**config.mk**
```make
export PLATFORM = sky130hd
export DESIGN_NAME = apb_master
export DESIGN_NICKNAME = d
export VERILOG_FILES = /design/src/rtl/apb_master.sv
export SDC_FILE = /design/constraint.sdc
export NUM_CORES = 1
export LEC_CHECK = 0
export CORE_MARGIN = 3
export CORE_UTILIZATION = 30
export DETAILED_ROUTE_END_ITERATION = 12
export GPL_ROUTABILITY_DRIVEN = 1
export GPL_TIMING_DRIVEN = 0
export SYNTH_ARGS = -nofsm -noshare
export SYNTH_HDL_FRONTEND = slang
export SYNTH_SLANG_ARGS = --single-unit
export TNS_END_PERCENT = 5
```
**constraint.sdc**
```tcl
create_clock -name Pclk -period 2.2 [get_ports Pclk]
set_input_delay 0.22 -clock Pclk [delete_from_list [all_inputs] [get_ports Pclk]]
set_output_delay 0.22 -clock Pclk [all_outputs]
set_load 0.05 [all_outputs]
```
**src/rtl/apb_master.sv**
```systemverilog
// APB3 requester: accepts one command at a time, runs SETUP/ACCESS on the APB bus,
// and returns a one-cycle response pulse carrying read data and error status.
module apb_master #(
    parameter int ADDR_WIDTH = 5,
    parameter int DATA_WIDTH = 32,
    parameter int TIMEOUT    = 16
) (
    input  logic                  Pclk,
    input  logic                  Prst,
    input  logic                  cmd_valid,
    output logic                  cmd_ready,
    input  logic                  cmd_write,
    input  logic [ADDR_WIDTH-1:0] cmd_addr,
    input  logic [DATA_WIDTH-1:0] cmd_wdata,
    output logic                  rsp_valid,
    output logic [DATA_WIDTH-1:0] rsp_rdata,
    output logic                  rsp_err,
    output logic                  Pselx,
    output logic                  Penable,
    output logic                  Pwrite,
    output logic [ADDR_WIDTH-1:0] Paddr,
    output logic [DATA_WIDTH-1:0] Pwdata,
    input  logic                  Pready,
    input  logic [DATA_WIDTH-1:0] Prdata,
    input  logic                  Pslverr,
    output logic [1:0]            dbg_state
);

    localparam int CNT_W = (TIMEOUT > 0) ? $clog2(TIMEOUT + 1) : 1;
    // Value held by the counter on the edge that would make it reach TIMEOUT.
    localparam logic [CNT_W-1:0] CNT_LAST = CNT_W'(TIMEOUT - 1);

    typedef enum logic [1:0] {
        IDLE   = 2'd0,
        SETUP  = 2'd1,
        ACCESS = 2'd2
    } state_e;

    state_e                state_q, state_d;
    logic                  pselx_q, pselx_d;
    logic                  penable_q, penable_d;
    logic                  pwrite_q, pwrite_d;
    logic [ADDR_WIDTH-1:0] paddr_q, paddr_d;
    logic [DATA_WIDTH-1:0] pwdata_q, pwdata_d;
    logic                  rsp_valid_q, rsp_valid_d;
    logic [DATA_WIDTH-1:0] rsp_rdata_q, rsp_rdata_d;
    logic                  rsp_err_q, rsp_err_d;
    logic [CNT_W-1:0]      wait_cnt_q, wait_cnt_d;
    logic                  timeout_hit;

    assign timeout_hit = (TIMEOUT > 0) && (wait_cnt_q == CNT_LAST);

    always_ff @(posedge Pclk or posedge Prst) begin
        if (Prst) begin
            state_q     <= IDLE;
            pselx_q     <= 1'b0;
            penable_q   <= 1'b0;
            pwrite_q    <= 1'b0;
            paddr_q     <= '0;
            pwdata_q    <= '0;
            rsp_valid_q <= 1'b0;
            rsp_rdata_q <= '0;
            rsp_err_q   <= 1'b0;
            wait_cnt_q  <= '0;
        end else begin
            state_q     <= state_d;
            pselx_q     <= pselx_d;
            penable_q   <= penable_d;
            pwrite_q    <= pwrite_d;
            paddr_q     <= paddr_d;
            pwdata_q    <= pwdata_d;
            rsp_valid_q <= rsp_valid_d;
            rsp_rdata_q <= rsp_rdata_d;
            rsp_err_q   <= rsp_err_d;
            wait_cnt_q  <= wait_cnt_d;
        end
    end

    always_comb begin
        state_d = state_q;
        unique case (state_q)
            IDLE:    if (cmd_valid) state_d = SETUP;
            SETUP:   state_d = ACCESS;
            ACCESS:  if (Pready || timeout_hit) state_d = IDLE;
            default: state_d = IDLE;
        endcase
    end

    // Registered APB and response values; a Pready=1 edge wins over the timeout.
    always_comb begin
        pselx_d     = pselx_q;
        penable_d   = penable_q;
        pwrite_d    = pwrite_q;
        paddr_d     = paddr_q;
        pwdata_d    = pwdata_q;
        rsp_valid_d = 1'b0;
        rsp_rdata_d = rsp_rdata_q;
        rsp_err_d   = rsp_err_q;
        wait_cnt_d  = wait_cnt_q;
        unique case (state_q)
            IDLE: begin
                if (cmd_valid) begin
                    pwrite_d = cmd_write;
                    paddr_d  = cmd_addr;
                    pwdata_d = cmd_wdata;
                    pselx_d  = 1'b1;
                end
            end
            SETUP: begin
                penable_d  = 1'b1;
                wait_cnt_d = '0;
            end
            ACCESS: begin
                if (Pready) begin
                    rsp_valid_d = 1'b1;
                    rsp_rdata_d = pwrite_q ? '0 : Prdata;
                    rsp_err_d   = Pslverr;
                    pselx_d     = 1'b0;
                    penable_d   = 1'b0;
                end else if (timeout_hit) begin
                    rsp_valid_d = 1'b1;
                    rsp_rdata_d = '0;
                    rsp_err_d   = 1'b1;
                    pselx_d     = 1'b0;
                    penable_d   = 1'b0;
                end else begin
                    wait_cnt_d = wait_cnt_q + 1'b1;
                end
            end
            default: begin
                pselx_d   = 1'b0;
                penable_d = 1'b0;
            end
        endcase
    end

    always_comb begin
        cmd_ready = (state_q == IDLE);
        dbg_state = state_q;
    end

    assign Pselx     = pselx_q;
    assign Penable   = penable_q;
    assign Pwrite    = pwrite_q;
    assign Paddr     = paddr_q;
    assign Pwdata    = pwdata_q;
    assign rsp_valid = rsp_valid_q;
    assign rsp_rdata = rsp_rdata_q;
    assign rsp_err   = rsp_err_q;

endmodule

```
==> results of run 1 <==
[layout make-up]
class                   instances  area, um^2  share of cell area, %
inverters                       7        30.0                  0.575
clock inverters                 5        31.3                  0.599
repair buffers                153        1550                   29.7
plain buffers                  21         130                   2.49
clock buffers                  10         138                   2.64
multi-input cells             172        1140                   21.9
flip-flops and latches         81        2030                   38.8
well taps                     136         170                   3.26
[registers in the layout, summed over array words and instances (netlist names)]
name / count
Penable: 1
dbg_state: 2
rsp_valid: 1
Pselx: 1
Pwdata: 32
Pwrite: 1
rsp_err: 1
Paddr: 5
rsp_rdata: 32
wait_cnt_q: 5
[cells by family after synthesis]
kind of cell	synth area share, %
AO/OA/AOI/OAI	13.2
adder cells (fa/ha/maj)	0.754
buffers and inverters	4.71
flip-flops	61.1
multiplexers	13.2
AND/OR/NAND/NOR	7.12
[stage by stage]
stage               std cells  instance area, um^2  worst slack (ps)  power (mW)  util (%)
floorplan                 281                 3320               326        6.16         -
global placement          568                 5000              68.9        8.07      47.4
detailed placement        570                 5040              68.2        8.13      47.8
CTS                       585                 5210              53.2        9.13      49.4
global route              585                 5220              3.35        9.49      49.5
finish                    585                 5220               141        9.02      49.5
[worst max path at each step]
stage / slack [ps] / from / depth (start not counted) / end
CTS: 50 / wait_cnt_q[0] / 7 / rsp_rdata[24]
global route: 3 / dbg_state[0] / 4 / cmd_ready
finish: 140 / dbg_state[0] / 4 / cmd_ready
global placement: 70 / wait_cnt_q[0] / 7 / wait_cnt_q[4]
floorplan: 330 / dbg_state[0] / 3 / cmd_ready
detailed placement: 70 / wait_cnt_q[0] / 7 / wait_cnt_q[2]
[timing repair]
item,CTS,global route
pin swaps,0,0
hold buffers,0,0
resized for setup,1,2
setup endpoints to repair,1,35
[cell usage in the layout, fill, tap and decap left out, types with 2 or more instances in the layout]
master and n:
inv_1 6, and3_1 2, dfrtp_1 81, mux2_2 38, a22o_1 5, buf_6 6, o21ai_0 61, a21oi_1 3
o21ai_1 3, buf_12 2, nor2_1 3, clkinvlp_4 2, clkbuf_1 12, nor2b_1 3, clkinv_2 3, clkbuf_8 10
ha_1 2, clkdlybuf4s50_1 150, nand2_1 36, buf_2 2
[metal layers]
layer	track usage, %	part of all wire [%]	up-vias	routed length (um)
li1	-	-	1302	-
met1	18.6	42	1333	3870
met2	25.9	52	72	4790
met3	2.84	4.6	13	421
met4	4.95	1.5	0	141
met5	0	0	-	0
[power breakdown]
group          total [mW]  internal, mW  switching, mW
clock network       0.978         0.433          0.545
registers            2.59          2.20          0.390
logic                5.45          1.91           3.54
==> metrics.csv, run 1 <==
stage;metric;value;unit
timing;Max Slew Vio Count;0;
hold_path;Worst Hold Class;input port to asynchronous set/reset pin;
timing;final setup fails;0;
floorplanning;I/O pin total;152;
setup_path;Buf/Inv on CP;3;
global_routing;initial antenna violation count;0;
cts;CTS sink cnt;81;
logic_synthesis;Post-synth top cells;dfrtp_1 (81), o21ai_0 (61), mux2_2 (38);
detailed_routing;ANT nets after route;0;
logic_synthesis;area share of the largest cell type after synthesis;61.1;%
global_routing;Tot GR Track Use;14.9;%
timing;fmax;0.486;GHz
global_routing;grt total ovfl;0;
logic_synthesis;proportion of synthesized flip-flops having asynchronous set or reset;100;%
logic_synthesis;top cells by area, synth;dfrtp_1 (61%), mux2_2 (13%), o21ai_0 (9.2%);
logic_synthesis;Cell variety after synth;31;
cts;Clock Latency Late Sink;340;ps
timing;final worst path period share;93.6;%
logic_synthesis;main flop type after synthesis;dfrtp_1;
timing;RSZ-0062 raised after global routing;false;
job;max_cap viols;0;
status;outcome;complete, no violations;
logic_synthesis;Mean Syn Cell Area;11.8;um^2
cts;Reg clk slew, reported paths;80;ps
placed_design;Port Buffers;151;
logic_synthesis;Mapped Nets;358;
detailed_routing;drt via density;4.65;
setup_path;CP delay by family, top;buffers and inverters;
floorplanning;Die Wd;111;um
cts;CTS tree;yes;
detailed_routing;Residual DRC;0;
global_routing;largest net degree at the start of global routing;33;
pwr;Leak Pwr;2.15;nW
cts;H-tree level count;3;
setup_path;Setup CP Type;flip-flop to output port;
cts;CTS Buf Count;9;
setup_path;RR Startpoint;wait_cnt_q[0];
placed_design;DPL Wire Length;6850;um
timing;Slew @ Worst Pin;719;ps
cts;clk root buf;clkbuf_8;
setup_path;crit-path max FO;10;
finish;share of layout cells above drive strength 1;15.1;%
pwr;maximum VDD drop;0.000849;V
logic_synthesis;Ys Warns;0;
logic_synthesis;Synth Register Bits;81;
detailed_routing;DR vias;2720;
finish;# fillers;1006;
timing;skew final;10.1;ps
setup_path;Worst setup SP type;flip-flop;
pwr;pwr dens;1730;nW/um^2
cts;Longest Clk Path Bufs;2;
floorplanning;Initial Util;31.4;%
placed_design;routability congestion estimate;0.749;
detailed_routing;1st-iter DRT viols;59;
timing;headroom to the max-slew limit;52.0;%
setup_path;Critical-path top delay cell;dlygate4sd2_1;
setup_path;Worst Path Required;1980;ps
detailed_routing;WL final;9220;um
cts;postcts setup bufs;0;
timing;Hold Vio Cnt, Final;0;
logic_synthesis;synthesized area;3320;um^2
floorplanning;CORE AREA;10600;um^2
logic_synthesis;post-synth top area cell;dfrtp_1;
setup_path;Reg2Reg Setup Slack;210;ps
finish;diode count;0;
setup_path;CP endpoint kind;output port;
logic_synthesis;count leader, synth;dfrtp_1;
setup_path;Worst path max stage delay;550;ps
global_routing;first-pass GRT wire length;15000;um
timing;WHS;330;ps
finish;Layout Nets;522;
logic_synthesis;register area share after synthesis;61.1;%
floorplanning;Rows;37;
floorplanning;die height;111;um
setup_path;worst r2r dst;rsp_rdata[24];
timing;Fin Setup TNS;0;ps
timing;Final min period;2060;ps
logic_synthesis;cells after synthesis;281;
setup_path;crit-path cells;buf_6 -> clkbuf_1 -> nor2_1 -> dlygate4sd2_1;
setup_path;reg2reg path depth;7;
finish;Area Growth Syn to Fin;57.3;%
logic_synthesis;Post-synth EDFFs;0;
detailed_routing;DR pass1 iterations;4;
setup_path;Data arrival, critical path;1840;ps
detailed_routing;DR WL/cell;15.8;um
global_routing;vias in the first global route;2833;
floorplanning;die area;12400;um^2
Power figures use the tool's default switching activity.
==> run 2, diff against run 1 <==
--- a/config.mk
+++ b/config.mk
@@ -5,11 +5,14 @@
 export SDC_FILE = /design/constraint.sdc
 export NUM_CORES = 1
 export LEC_CHECK = 0
+export CELL_PAD_IN_SITES_DETAIL_PLACEMENT = 0
+export CELL_PAD_IN_SITES_GLOBAL_PLACEMENT = 2
 export CORE_MARGIN = 3
-export CORE_UTILIZATION = 30
+export CORE_UTILIZATION = 22
 export DETAILED_ROUTE_END_ITERATION = 12
 export GPL_ROUTABILITY_DRIVEN = 1
 export GPL_TIMING_DRIVEN = 0
+export PLACE_DENSITY_LB_ADDON = 0.1
 export SYNTH_ARGS = -nofsm -noshare
 export SYNTH_HDL_FRONTEND = slang
 export SYNTH_SLANG_ARGS = --single-unit
==> metrics.csv, run 2 (synthesis gave the netlist of run 1 again) <==
stage;metric;value;unit;change
status;outcome;complete, no violations;;
pwr;net switching power;4.56;mW;+1.8%
pwr;pwr dens;1790;nW/um^2;+3.5%
cts;cts hold-fix bufs;0;;unchanged
pwr;maximum VDD drop;0.000942;V;+11%
timing;RSZ-0062 raised after global routing;true;;
hold_path;Worst Hold Class;input port to asynchronous set/reset pin;;
cts;clk root buf;clkbuf_16;;
timing;Hold Vio Cnt, Final;0;;unchanged
setup_path;CP endpoint kind;output port;;
detailed_routing;Residual DRC;0;;unchanged
pwr;sequential power share;26.7;%;-2.0 points
finish;Layout Nets;522;;unchanged
finish;post-route cell area;5440;um^2;+4.2%
timing;fmax;0.486;GHz;+0.10%
detailed_routing;drt via density;4.31;;-7.4%
timing;final setup fails;0;;unchanged
timing;Slew @ Worst Pin;537;ps;-182 ps
finish;# fillers;1485;;+48%
global_routing;grt total ovfl;0;;unchanged
timing;skew final;4.71;ps;-5.37 ps
pwr;Leak Pwr;2.22;nW;+3.3%
detailed_routing;1st-iter DRT viols;80;;+36%
finish;Core Util, Final;37.1;%;-12 points
finish;most common cell after layout, fill and taps aside;clkdlybuf4s50_1;;
setup_path;Setup CP Type;flip-flop to output port;;
setup_path;crit-path max FO;10;;unchanged
cts;Reg clk slew, reported paths;60;ps;-20 ps
floorplanning;CORE AREA;14600;um^2;+39%
placed_design;routability congestion estimate;0.676;;-9.8%
cts;CTS tree;yes;;
pwr;Logic pwr share;56.1;%;-4.3 points
cts;H-tree level count;3;;unchanged
global_routing;initial antenna violation count;0;;unchanged
setup_path;Data arrival, critical path;1840;ps;about the same
global_routing;Tot GR Track Use;12.2;%;-2.8 points
cts;CTS sink cnt;81;;unchanged
cts;Clock Latency Late Sink;340;ps;about the same
detailed_routing;ANT nets after route;0;;unchanged
placed_design;DPL Wire Length;7120;um;+4.0%
pwr;internal power;5.18;mW;+14%
finish;diode count;0;;unchanged
floorplanning;Initial Util;22.7;%;-8.8 points
pwr;Net Sw Frac;46.8;%;-2.8 points
timing;Max Slew Vio Count;0;;unchanged
floorplanning;I/O pin total;152;;unchanged
timing;final worst path period share;93.5;%;-0.097 points
detailed_routing;DR WL/cell;15.6;um;-0.96%
finish;share of layout cells above drive strength 1;15.6;%;+0.41 points
detailed_routing;DR pass1 iterations;4;;unchanged
global_routing;first-pass GRT wire length;15500;um;+3.8%
timing;Final min period;2060;ps;-2.14 ps
global_routing;vias in the first global route;2861;;+0.99%
detailed_routing;WL final;9900;um;+7.3%
cts;Longest Clk Path Bufs;2;;unchanged
floorplanning;die area;16600;um^2;+34%
cts;CTS Buf Count;9;;unchanged
setup_path;Worst setup SP type;flip-flop;;
floorplanning;Rows;44;;+19%
setup_path;Worst Path Required;1980;ps;about the same
floorplanning;Die Wd;129;um;+16%
detailed_routing;DR vias;2731;;+0.40%
placed_design;Port Buffers;151;;unchanged
placed_design;Post-DP Area;5100;um^2;+1.2%
job;max_cap viols;0;;unchanged
pwr;Clock power frac;17.2;%;+6.4 points
timing;headroom to the max-slew limit;64.1;%;+12 points
finish;most frequent cells in the layout;clkdlybuf4s50_1 (150), dfrtp_1 (81), o21ai_0 (61);;
floorplanning;die height;129;um;+16%
finish;Area Growth Syn to Fin;63.9;%;
global_routing;largest net degree at the start of global routing;38;;+15%
run 2: final timing paths:
check	startpoint	endpoint	slack, ps	cells after the start
min in group Pclk	Prdata[28]	rsp_rdata[28]	420	3
min reg2reg	rsp_err	rsp_err	500	1
max reg2reg	wait_cnt_q[0]	wait_cnt_q[3]	180	7
max in group asynchronous	Prst	rsp_rdata[21]	1400	3
max	dbg_state[0]	cmd_ready	140	4
min	Prst	rsp_rdata[8]	250	2
run 2: area by class of cell:
class	count	area (um^2)	area share (%)
Sequential cell	81	2030	37.3
Tap cell	184	230	4.23
Buffer	21	133	2.44
Multi-Input combinational cell	172	1140	20.9
Inverter	7	30.0	0.552
Clock inverter	4	75.1	1.38
Timing Repair Buffer	153	1550	28.5
Clock buffer	12	256	4.71
run 2: worst max-delay path: stages (launching register included):
cell and delay (ps):
dfrtp_1 390, buf_6 150, clkbuf_1 240, nor2_1 150
dlygate4sd2_1 570
run 2: power by group through the flow:
stage / Sequential [mW] / Combinational [mW] / Clock (mW)
final: 2.59 / 5.46 / 1.67
after global routing: 2.70 / 5.74 / 1.81
after CTS: 2.61 / 5.55 / 1.76
after detailed placement: 2.63 / 5.54 / 0
after global placement: 2.61 / 5.52 / 0
after floorplan: 5.03 / 1.13 / 0
run 2: metal layers:
layer	part of all wire, %	global-route usage (%)
met2	50	19.1
met3	6.5	5.35
met1	42	15.3
met5	0	0
met4	1.2	3.34
run 2: timing repair:
item,CTS,global route
setup buffers,0,0
endpoints found under the hold margin,0,0
resized for setup,3,2
endpoints found under the setup margin,7,11
run 2: through the flow:
| stage | std cells | setup TNS [ps] | hold slack [ps] | setup WS, ps | power [mW] |
|---|---|---|---|---|---|
| after global routing | 634 | -35.5 | 265 | -18.2 | 10.3 |
| after CTS | 634 | 0 | 247 | 98.4 | 9.91 |
| after floorplan | 281 | 0 | 347 | 326 | 6.16 |
| after detailed placement | 618 | 0 | 491 | 14.9 | 8.17 |
| after global placement | 616 | -3560 | 488 | -49.6 | 8.14 |
| final | 634 | 0 | 248 | 143 | 9.73 |
==> run 3, diff against run 2 <==
==> constraint.sdc (replaced) <==
create_clock -name Pclk -period 2.2 [get_ports Pclk]
set_input_delay 0.44 -clock Pclk [delete_from_list [all_inputs] [get_ports Pclk]]
set_output_delay 0.44 -clock Pclk [all_outputs]
set_load 0.05 [all_outputs]
==> metrics.csv, run 3 (synthesis gave the netlist of run 1 again) <==
stage;metric;value;unit;change
setup_path;Reg2Reg Setup Slack;180;ps;about the same
cts;Clock Latency Late Sink;340;ps;about the same
cts;Reg clk slew, reported paths;60;ps;about the same
detailed_routing;DR WL/cell;15.6;um;about the same
timing;fmax;0.466;GHz;-4.1%
timing;Slew @ Worst Pin;537;ps;unchanged
floorplanning;CORE AREA;14600;um^2;unchanged
detailed_routing;Residual DRC;0;;unchanged
global_routing;first-pass GRT wire length;15500;um;unchanged
timing;skew final;4.71;ps;unchanged
placed_design;routability congestion estimate;0.676;;unchanged
setup_path;Worst setup SP type;flip-flop;;
setup_path;Setup CP Type;flip-flop to output port;;
timing;RSZ-0062 raised after global routing;true;;
detailed_routing;Max Used Layer;met4;;
setup_path;crit-path max FO;10;;unchanged
global_routing;largest net degree at the start of global routing;38;;unchanged
setup_path;crit-path cells;buf_6 -> clkbuf_1 -> nor2_1 -> clkdlybuf4s15_2;;
finish;most frequent cells in the layout;clkdlybuf4s50_1 (149), dfrtp_1 (81), o21ai_0 (61);;
global_routing;Tot GR Track Use;12.2;%;unchanged
setup_path;Data arrival, critical path;1710;ps;-130 ps
global_routing;grt total ovfl;0;;unchanged
timing;Max Slew Vio Count;0;;unchanged
floorplanning;Die Wd;129;um;unchanged
timing;final worst path period share;97.5;%;+4.0 points
detailed_routing;drt via density;4.31;;about the same
setup_path;Buf/Inv on CP;3;;unchanged
timing;headroom to the max-slew limit;64.1;%;unchanged
global_routing;initial antenna violation count;0;;unchanged
timing;WHS;468;ps;+220 ps
placed_design;pre-CTS WS;-47.3;ps;-62.2 ps
detailed_routing;M1 WL;4230;um;+0.55%
finish;Area Growth Syn to Fin;64.0;%;about the same
floorplanning;die area;16600;um^2;unchanged
timing;Fin Setup TNS;0;ps;unchanged
setup_path;Critical-path top delay cell;clkbuf_1;;
cts;CTS sink cnt;81;;unchanged
cts;Longest Clk Path Bufs;2;;unchanged
placed_design;Post-DP Area;5100;um^2;unchanged
finish;diode count;0;;unchanged
setup_path;Worst path max stage delay;400;ps;-170 ps
pwr;pwr dens;1790;nW/um^2;about the same
placed_design;Port Buffers;151;;unchanged
finish;share of layout cells above drive strength 1;15.8;%;+0.22 points
finish;# fillers;1485;;unchanged
floorplanning;die height;129;um;unchanged
setup_path;Worst Path Required;1760;ps;-220 ps
detailed_routing;ANT nets after route;0;;unchanged
setup_path;worst r2r dst;wait_cnt_q[4];;
detailed_routing;DR pass1 iterations;4;;unchanged
cts;postcts setup bufs;0;;unchanged
floorplanning;I/O pin total;152;;unchanged
floorplanning;Initial Util;22.7;%;unchanged
placed_design;DPL Wire Length;7120;um;unchanged
detailed_routing;1st-iter DRT viols;85;;+6.3%
floorplanning;Rows;44;;unchanged
detailed_routing;DR vias;2732;;+0.037%
timing;Hold Vio Cnt, Final;0;;unchanged
job;max_cap viols;0;;unchanged
cts;H-tree level count;3;;unchanged
setup_path;Stages on worst setup path;4;;unchanged
finish;post-route cell area;5450;um^2;about the same
setup_path;reg2reg path depth;7;;unchanged
timing;Final min period;2150;ps;+88.8 ps
hold_path;Worst Hold Class;input port to asynchronous set/reset pin;;
setup_path;CP endpoint kind;output port;;
detailed_routing;wire length on met3;620;um;-3.1%
setup_path;RR Startpoint;wait_cnt_q[0];;
cts;CTS Buf Count;9;;unchanged
cts;CTS tree;yes;;
detailed_routing;WL final;9900;um;about the same
pwr;maximum VDD drop;0.000942;V;about the same
status;outcome;complete, no violations;;
cts;clk root buf;clkbuf_16;;
pwr;Leak Pwr;2.23;nW;+0.58%
finish;most common cell after layout, fill and taps aside;clkdlybuf4s50_1;;
timing;worst setup margin;54.2;ps;-88.8 ps
finish;Layout Nets;522;;unchanged
global_routing;vias in the first global route;2861;;unchanged
detailed_routing;metal2 WL;4930;um;about the same
timing;final setup fails;0;;unchanged
setup_path;CP delay by family, top;buffers and inverters;;
-- run 3: cell types whose count changed in the layout (fill, tap and decap cells not counted), sizes merged --
cell,delta
clkdlybuf4s15,+1
clkdlybuf4s50,-1
dlymetal6s2s,+1
dlygate4sd2,-1
-- run 3: worst reg2reg max path, stage by stage (launching register included) --
cell and delay, ps:
dfrtp_1 430, ha_1 250, and3_1 190, ha_1 220
nor2_2 220, buf_4 220, a21oi_1 120, a22o_1 260
-- run 3: metrics by stage --
stage	utilization, %	total power [mW]	std cells
finish	37.2	9.74	634
CTS	37.2	9.91	634
detailed placement	34.9	8.17	618
global placement	34.6	8.14	616
global route	37.2	10.3	634
floorplan	-	6.16	281
-- run 3: power by group --
group	leakage [nW]	switching (mW)	total, mW	internal, mW
combinational	1.07	3.55	5.47	1.92
clock	0.155	0.617	1.67	1.06
sequential	1.01	0.386	2.59	2.21
total	2.23	4.56	9.74	5.18
-- run 3: worst max-delay path by stage --
stage                       from             to  slack (ps)
floorplan           dbg_state[0]      cmd_ready         110
global placement            Prst  rsp_rdata[23]        -270
detailed placement        Pready   rsp_rdata[8]         -50
CTS                 dbg_state[0]      cmd_ready          20
global route        dbg_state[0]      cmd_ready         -50
finish              dbg_state[0]      cmd_ready          50
-- run 3: layout make-up --
| cell class | instances | area, um^2 | area share [%] |
|---|---|---|---|
| clock inverter | 4 | 75.1 | 1.38 |
| buffer | 21 | 133 | 2.44 |
| tap | 184 | 230 | 4.23 |
| sequential | 81 | 2030 | 37.2 |
| inverter | 7 | 30.0 | 0.551 |
| multi-input combinational | 172 | 1140 | 20.9 |
| clock buffer | 12 | 256 | 4.71 |
| timing repair buffer | 153 | 1560 | 28.6 |
-- run 3: timing repair --
action | 4_1_cts | 5_1_grt
setup endpoints to repair | 7 | 13
hold buffers | 0 | 0
resized for setup | 5 | 3
-- run 3: per-layer routing --
| layer | track usage, % | up-vias |
|---|---|---|
| met1 | 15.3 | 1341 |
| met2 | 19.1 | 71 |
| met3 | 5.35 | 11 |
| met5 | 0 | - |
| li1 | - | 1309 |
| met4 | 3.34 | 0 |
